`config.mk`:
```
export PLATFORM = sky130hd
export DESIGN_NAME = ospfb_stream_ctrl_flat
export DESIGN_NICKNAME = d
export VERILOG_FILES = /design/src/rtl/ospfb_stream_ctrl_if.sv /design/src/rtl/ospfb_stream_ctrl.sv /design/src/flat_wrapper.sv
export SDC_FILE = /design/constraint.sdc
export NUM_CORES = 1
export LEC_CHECK = 0
export ABC_AREA = 0
export CAP_MARGIN = 20
export CORE_ASPECT_RATIO = 1.2
export CORE_MARGIN = 1
export CORE_UTILIZATION = 44
export CTS_CLUSTER_DIAMETER = 80
export DETAILED_ROUTE_END_ITERATION = 8
export PLACE_DENSITY = 0.87
export SYNTH_ARGS = -nofsm -noshare
export SYNTH_HDL_FRONTEND = slang
export SYNTH_SLANG_ARGS = --single-unit
```
`constraint.sdc`:
```
create_clock -name clk -period 2.1 [get_ports clk]
set_clock_uncertainty 0.1 [all_clocks]
set_input_delay 0.42 -clock clk [delete_from_list [all_inputs] [get_ports clk]]
set_output_delay 0.42 -clock clk [all_outputs]
set_load 0.01 [all_outputs]
```
`src/rtl/ospfb_stream_ctrl_if.sv`:
```
// AXI-Stream style sample channel ({im, re} payload) between the FIFO, sequencer and OSPFB.
interface ospfb_stream_ctrl_if #(
  parameter int WIDTH = 16
);
  logic [2*WIDTH-1:0] tdata;
  logic               tvalid;
  logic               tready;
  logic               tlast;

  modport master (output tdata, output tvalid, output tlast, input tready);
  modport slave  (input tdata, input tvalid, output tready);
endinterface

```
`src/rtl/ospfb_stream_ctrl.sv`:
```
// Prefill/run/halt sequencer feeding the OSPFB with tlast every DEC_FAC samples.
// Zero-latency pass-through in RUN; m-side backpressure drives s_axis tready directly, blocked elsewhere.
module ospfb_stream_ctrl #(
  parameter int WIDTH            = 16,
  parameter int DEC_FAC          = 48,
  parameter int FIFO_DEPTH       = 16,
  parameter int DATA_COUNT_WIDTH = $clog2(FIFO_DEPTH),
  parameter int PREFILL_LVL      = FIFO_DEPTH / 2,
  parameter bit HALT_ON_UNDERRUN = 1'b1
) (
  input  logic                        clk,
  input  logic                        rstn,
  input  logic                        en,
  input  logic                        clr,
  input  logic [DATA_COUNT_WIDTH-1:0] rd_count,
  ospfb_stream_ctrl_if.slave          s_axis,
  ospfb_stream_ctrl_if.master         m_axis,
  output logic                        ospfb_en,
  output logic [1:0]                  state,
  output logic                        underrun,
  output logic [15:0]                 underrun_cnt,
  output logic [31:0]                 frame_cnt
);

  localparam logic [1:0] S_IDLE    = 2'd0;
  localparam logic [1:0] S_PREFILL = 2'd1;
  localparam logic [1:0] S_RUN     = 2'd2;
  localparam logic [1:0] S_HALT    = 2'd3;

  localparam int PW = (DEC_FAC > 1) ? $clog2(DEC_FAC) : 1;
  localparam logic [PW-1:0] PHASE_LAST = PW'(DEC_FAC - 1);
  // One extra bit so a level equal to FIFO_DEPTH stays representable.
  localparam logic [DATA_COUNT_WIDTH:0] LVL = (DATA_COUNT_WIDTH + 1)'(PREFILL_LVL);

  logic [1:0]    next_state;
  logic [PW-1:0] phase;
  logic          run;
  logic          hs;
  logic          at_last;
  logic          ur_ev;

  assign run     = (state == S_RUN);
  assign hs      = run && s_axis.tvalid && m_axis.tready;
  assign at_last = (phase == PHASE_LAST);
  assign ur_ev   = run && m_axis.tready && !s_axis.tvalid;

  assign m_axis.tdata  = run ? s_axis.tdata : '0;
  assign m_axis.tvalid = run && s_axis.tvalid;
  assign m_axis.tlast  = run && at_last;
  assign s_axis.tready = run && m_axis.tready;

  always_comb begin
    next_state = state;
    case (state)
      S_IDLE: begin
        if (en) next_state = S_PREFILL;
      end
      S_PREFILL: begin
        if (!en)                             next_state = S_IDLE;
        else if ({1'b0, rd_count} >= LVL)    next_state = S_RUN;
      end
      S_RUN: begin
        // A disabled run only exits on a hop boundary so the OSPFB never sees a partial hop.
        if (ur_ev && HALT_ON_UNDERRUN)
          next_state = S_HALT;
        else if (!en && ((hs && at_last) || (phase == '0 && !hs)))
          next_state = S_IDLE;
      end
      default: begin
        if (!en) next_state = S_IDLE;
      end
    endcase
  end

  always_ff @(posedge clk or negedge rstn) begin
    if (!rstn) begin
      state        <= S_IDLE;
      phase        <= '0;
      ospfb_en     <= 1'b0;
      underrun     <= 1'b0;
      underrun_cnt <= '0;
      frame_cnt    <= '0;
    end else begin
      state    <= next_state;
      ospfb_en <= (next_state == S_RUN);

      if (next_state != S_RUN)
        phase <= '0;
      else if (hs)
        phase <= at_last ? '0 : phase + 1'b1;

      if (clr) begin
        underrun     <= 1'b0;
        underrun_cnt <= '0;
        frame_cnt    <= '0;
      end else begin
        if (ur_ev) begin
          underrun <= 1'b1;
          if (underrun_cnt != 16'hFFFF) underrun_cnt <= underrun_cnt + 16'd1;
        end
        if (hs && at_last) frame_cnt <= frame_cnt + 32'd1;
      end
    end
  end

endmodule

```
`src/flat_wrapper.sv`:
```
// flat-port wrapper written by rule: the top's interface ports become plain ports
module ospfb_stream_ctrl_flat 
#(
  parameter int WIDTH            = 16,
  parameter int DEC_FAC          = 48,
  parameter int FIFO_DEPTH       = 16,
  parameter int DATA_COUNT_WIDTH = $clog2(FIFO_DEPTH),
  parameter int PREFILL_LVL      = FIFO_DEPTH / 2,
  parameter bit HALT_ON_UNDERRUN = 1'b1
)
  (clk, rstn, en, clr, rd_count, ospfb_en, state, underrun, underrun_cnt, frame_cnt, s_axis_tdata, s_axis_tvalid, s_axis_tready, m_axis_tdata, m_axis_tvalid, m_axis_tlast, m_axis_tready);
  ospfb_stream_ctrl_if #(.WIDTH(WIDTH)) s_axis_i ();
  ospfb_stream_ctrl_if #(.WIDTH(WIDTH)) m_axis_i ();
  input  logic clk;
  input  logic rstn;
  input  logic en;
  input  logic clr;
  input  logic [DATA_COUNT_WIDTH-1:0] rd_count;
  output logic ospfb_en;
  output logic [1:0] state;
  output logic underrun;
  output logic [15:0] underrun_cnt;
  output logic [31:0] frame_cnt;
  input wire logic [$bits(s_axis_i.tdata)-1:0] s_axis_tdata;
  input wire logic [$bits(s_axis_i.tvalid)-1:0] s_axis_tvalid;
  output wire logic [$bits(s_axis_i.tready)-1:0] s_axis_tready;
  output wire logic [$bits(m_axis_i.tdata)-1:0] m_axis_tdata;
  output wire logic [$bits(m_axis_i.tvalid)-1:0] m_axis_tvalid;
  output wire logic [$bits(m_axis_i.tlast)-1:0] m_axis_tlast;
  input wire logic [$bits(m_axis_i.tready)-1:0] m_axis_tready;
  assign s_axis_i.tdata = s_axis_tdata;
  assign s_axis_i.tvalid = s_axis_tvalid;
  assign s_axis_tready = s_axis_i.tready;
  assign m_axis_tdata = m_axis_i.tdata;
  assign m_axis_tvalid = m_axis_i.tvalid;
  assign m_axis_tlast = m_axis_i.tlast;
  assign m_axis_i.tready = m_axis_tready;
  ospfb_stream_ctrl #(.WIDTH(WIDTH), .DEC_FAC(DEC_FAC), .FIFO_DEPTH(FIFO_DEPTH), .DATA_COUNT_WIDTH(DATA_COUNT_WIDTH), .PREFILL_LVL(PREFILL_LVL), .HALT_ON_UNDERRUN(HALT_ON_UNDERRUN)) u_core (.clk(clk), .rstn(rstn), .en(en), .clr(clr), .rd_count(rd_count), .s_axis(s_axis_i), .m_axis(m_axis_i), .ospfb_en(ospfb_en), .state(state), .underrun(underrun), .underrun_cnt(underrun_cnt), .frame_cnt(frame_cnt));
endmodule
```
* Word level (Yosys, flattened, before mapping)
Cells that the tools add are included.
Widths: inputs -> output; s select.
** Storage, ports and cells
- Bits in registers :: 58
- Bits of input ports :: 42
- Logic and storage cells :: 53
- Output and inout port bits :: 87
** Operators by class
- Reductions and logical operators :: 19
- $add $sub $neg :: 3
- Mux-type cells :: 18
- Magnitude comparators :: 1
- Eq/ne operators :: 6
** Operator list (number)
- $mux 32 :: 3
- $mux 16 :: 3
- $add 32x1->32 const B :: 1
- $mux 6 :: 3
- $add 16x1->16 const B :: 1
- $ne 16x16->1 const B :: 1
- $mux 2 :: 6
- $logic_and 1x1->1 :: 8
- $reduce_bool 2->1 :: 4
- $add 6x1->6 const B :: 1
- $eq 6x6->1 const B :: 1
- $logic_not 6->1 :: 1
- $pmux 2 s3 :: 1
- $eq 2x2->1 const B :: 2
- $ge 4x4->1 const B :: 1
- $logic_not 1->1 :: 3
- $eq 2x1->1 const B :: 1
- $logic_not 2->1 :: 1
- $mux 1 :: 2
- $ne 2x2->1 const B :: 1
- $reduce_and 2->1 :: 1
- $logic_or 1x1->1 :: 1

* Depth between registers and ports, before layout
- Depth after elaboration :: 12
- Depth in mapped cells :: 7
- Mapped depth without buffers :: 6

* Least setup slack after synthesis
No wires, ideal clock.
- Path type :: register to register
- From :: reg u_core.state[0]
- To :: reg u_core.frame_cnt[25]
- Cell stages (with the launch flop) :: 7
- Path buffers :: 1
- Library setup time :: 78 ps
- Slack :: 216 ps
- Data arrival time :: 1706 ps
- Required time :: 1922 ps
- Clock period less this slack :: 1884 ps
- Cell sequence :: dfrtp_1 > and4b_1 > and3_1 > buf_4 > nand3_4 > or4_1 > a21oi_1
** Between the ends
- Word-level cells in the longest chain between the ends :: 5
** RTL lines
- start: declaration :: RTL line ospfb_stream_ctrl.sv:19 : output logic [1:0] state,
- start signal: assignment :: RTL line ospfb_stream_ctrl.sv:84 : state <= next_state;
- $eq 2x2->1 :: RTL line ospfb_stream_ctrl.sv:42 : assign run = (state == S_RUN);
- $logic_and 1x1->1 (2 in series) :: RTL line ospfb_stream_ctrl.sv:43 : assign hs = run && s_axis.tvalid && m_axis.tready;
- $logic_and 1x1->1 :: RTL line ospfb_stream_ctrl.sv:101 : if (hs && at_last) frame_cnt <= frame_cnt + 32'd1;
- $reduce_bool 2->1 (no line)
- end signal: assignment :: RTL line ospfb_stream_ctrl.sv:101
- end: declaration :: RTL line ospfb_stream_ctrl.sv:22 : output logic [31:0] frame_cnt
No other way between the ends.
A chain may end at the register's enable or synchronous reset.

* Worst setup path after layout
- From :: reg u_core.phase[4]
- To :: reg u_core.frame_cnt[10]
** Between the ends
- Word-level cells in the longest chain between the ends :: 3
** RTL lines
- start: declaration :: RTL line ospfb_stream_ctrl.sv:36 : logic [PW-1:0] phase;
- start signal: assignment :: RTL line ospfb_stream_ctrl.sv:90 : phase <= at_last ? '0 : phase + 1'b1;
- $eq 6x6->1 :: RTL line ospfb_stream_ctrl.sv:44 : assign at_last = (phase == PHASE_LAST);
- $logic_and 1x1->1 :: RTL line ospfb_stream_ctrl.sv:101
- $reduce_bool 2->1 (no line)
No other way between the ends.

==> results.sh <==
export IMPL_grt_pass1_wl_um=14200
export IMPL_clock_fmax_ghz=0.494
export IMPL_p_leak_nw=2.28
export IMPL_switchingPower_w=0.000640
export IMPL_dr_wl_met3_um=458
export IMPL_final_cell_mix="88 x clkdlybuf4s50_1, 57 x dfrtp_1, 55 x nor2_1"
export IMPL_p_int_w=0.00185
export IMPL_cts_buffers=9
export IMPL_vias_per_cell=5.33
export IMPL_dp_cells=584
export IMPL_top_layer="met4"
export IMPL_place_congestion=0.875
export IMPL_synth_area_mm2=0.00328
export IMPL_critical_path_class="flip-flop to flip-flop"
export IMPL_grt_pass1_vias=3241
export IMPL_r2r_setup_slack_ns=0.07
export IMPL_syn_nets=401
export IMPL_gr_total_overflow=0
export IMPL_drtPass1Iterations=5
export IMPL_path_clk_slew_ns=0.08
export IMPL_crit_cells=7
export IMPL_met2_length_um=4820
export IMPL_port_buffers=125
export IMPL_path_cells="and4b_1 > buf_4 > and3_4 > buf_12 > o211ai_1 > or4_1 > o21ai_1"
export IMPL_hold_depth=2
export IMPL_die_w_um=80.8
export IMPL_wl_met1_um=3380
export IMPL_hp_start="clr"
export IMPL_yosysTopAreaCellShare_pct=44.2
export IMPL_power_w=0.00248
export IMPL_ff2ff_path_depth=7
export IMPL_hold_viol=0
export IMPL_crit_path_start_kind="flip-flop"
export IMPL_area_delta_synth_final_pct=53.5
export IMPL_status="finished, final reports clean"
export IMPL_layout_commonest_cell="clkdlybuf4s50_1"
export IMPL_coreArea_mm2=0.00723
export IMPL_ant_nets=0
export IMPL_maxSlewViolCount=0
export IMPL_p_comb_share_pct=12.3
export IMPL_synthDistinctLibCells=42
export IMPL_yosys_most_used_dff="dfrtp_1"
export IMPL_dp_hpwl_um=6610
export IMPL_final_setup_tns_ns=0
export IMPL_dr_total_vias=3225
export IMPL_endpoint_kind="flip-flop"
export IMPL_post_dp_cell_area_mm2=0.00482
export IMPL_routed_wl_um=8770
export IMPL_finalSetupViolCount=0
export IMPL_clockPowerShare_pct=42.3
export IMPL_io_pins=129
export IMPL_drc_errors=0
export IMPL_fin_crit_sh_pct=96.5
export IMPL_diodes=0
export IMPL_holdWs_ns=0.348
export IMPL_sequentialPowerShare_pct=45.5
export IMPL_yosys_area_top_type="dfrtp_1"
export IMPL_swShare_pct=25.7
export IMPL_wl_per_cell_um=14.5
export IMPL_start_util_pct=45.4
export IMPL_cts_root_buf="clkbuf_8"
export IMPL_syn_avg_cell_area_um2=9.24
export IMPL_holdPathEnd="u_core.frame_cnt[23]"
export IMPL_clock_latency_ns=0.34
export IMPL_peakVddDrop_uv=399
export IMPL_min_path_type="input port to flip-flop"
export IMPL_design_area_mm2=0.00504
export IMPL_cp_top_family="simple AND/OR/NAND/NOR gates"
export IMPL_tightestPinTransition_ns=0.362
export IMPL_post_route_cells_drive_above_1_share_pct=12.4
export IMPL_cts_sinks=58
export IMPL_drt_first_iter_violations=183
export IMPL_syn_inst=355
export IMPL_chipHeight_um=96.6
export IMPL_grt_max_degree=59
export IMPL_nets=556
export IMPL_slew_headroom_pct=75.9
export IMPL_ys_warnings_count=0
export IMPL_synth_area_leaders="dfrtp_1 44%, xor2_1 8.5%, and2_1 6.7%, nor2_1 6.3%, nand4_1 3.2%"
export IMPL_die_area_mm2=0.00781
export IMPL_critPathMaxStageDelay_ns=0.42
export IMPL_rows=34
export IMPL_period_needed_ns=2.03
export IMPL_cp_slowest_cell="or4_1"
export IMPL_clock_path_buffers=2
export IMPL_p_per_area_mw_per_mm2=493
export IMPL_ys_ff_latch=58
export IMPL_worstPathArrival_ns=2.19
export IMPL_cts_htree_levels=3
export IMPL_cts_tree="done"
export IMPL_cp_buffers_inverters=2
export IMPL_final_cells=605
export IMPL_seq_area_frac_synth_pct=44.2
export IMPL_required_ns=2.26
export IMPL_crit_reg2reg_launch="u_core.phase[4]"
export IMPL_drv_cap=0
export IMPL_timing_rr_end="u_core.frame_cnt[10]"
export IMPL_grt_util_all_layers_pct=23.9
export IMPL_async_flop_share_pct=100
export IMPL_cp_max_fo=10
export IMPL_synth_edf_count=0
export IMPL_antenna_found_initial=0
==> cell families after synthesis <==
| family | Yosys count | synth area share [%] |
|---|---|---|
| XOR/XNOR | 37 | 9.88 |
| AND/OR/NAND/NOR | 192 | 33.2 |
| flip-flops | 58 | 44.2 |
| AO/OA/AOI/OAI | 42 | 7.86 |
| multiplexers | 3 | 0.915 |
| adder cells (fa/ha/maj) | 4 | 1.53 |
| buffers and inverters | 19 | 2.40 |
==> Yosys cell counts, types with 2 or more instances <==
cell type,instances
xnor2_1,5
nor3_1,4
inv_1,5
and4_1,6
o211ai_1,7
nand3_1,15
xor2_1,32
nand4_1,17
nand4b_1,2
a21oi_1,13
nand2_1,17
and2_1,35
mux2i_1,3
or3_1,9
o2111ai_1,4
and4b_1,2
and3_1,13
buf_2,3
clkbuf_1,10
or4_1,2
nor3_2,2
nor2b_1,2
dfrtp_1,58
nand2b_1,3
nor2_1,55
o21ai_0,12
ha_1,4
==> registers in the layout, summed over array words and instances, names as in the netlist <==
name                 cells
u_core.state             2
u_core.ospfb_en          1
u_core.phase             6
u_core.frame_cnt        32
u_core.underrun_cnt     16
u_core.underrun          1
==> layer usage <==
metal	vias to the layer above	GRT usage [%]
li1	1549	-
met1	1537	24.9
met2	127	45.7
met3	12	6.01
met4	0	8.93
met5	-	0
==> stage by stage <==
step	utilization [%]	setup slack [ns]
finish	69.7	0.0745
detailed placement	66.7	-0.283
CTS	69.2	0.0357
global route	69.7	-0.00162
global placement	66.7	-0.213
floorplan	-	0.216
==> power by group through the flow <==
stage                     clock, W  combinational, W  sequential [W]
final                      0.00105          0.000305         0.00113
after detailed placement         0          0.000332         0.00115
after global placement           0          0.000326         0.00115
after floorplan                  0         0.0000966         0.00116
after global routing       0.00111          0.000334         0.00113
after CTS                  0.00108          0.000309         0.00113
==> how the worst max path moves through the flow <==
stage / to / startpoint
after detailed placement: u_core.frame_cnt[10] / m_axis_tready
final: u_core.frame_cnt[10] / u_core.phase[4]
after global placement: u_core.frame_cnt[25] / m_axis_tready
after floorplan: u_core.frame_cnt[25] / u_core.state[0]
after CTS: m_axis_tdata[17] / u_core.state[0]
after global routing: u_core.frame_cnt[10] / u_core.phase[4]
==> layout make-up <==
class / instances / area (µm²)
Inverter: 5 / 18.8
Clock buffer: 9 / 124
Sequential cell: 58 / 1450
Fill cell: 569 / 2190
Clock inverter: 7 / 78.8
Timing Repair Buffer: 158 / 1490
Tap cell: 90 / 113
Multi-Input combinational cell: 278 / 1760
==> what timing repair did <==
action / 4_1_cts / 5_1_grt
endpoints found under the hold margin: 58 / 0
buffers inserted: 1 / 3
gates resized for setup: 36 / 6
pin swaps: 0 / 3
endpoints found under the setup margin: 35 / 10
hold buffers: 1 / 0
gates cloned: 0 / 0
No activity file was read; power rests on OpenSTA's default activity.
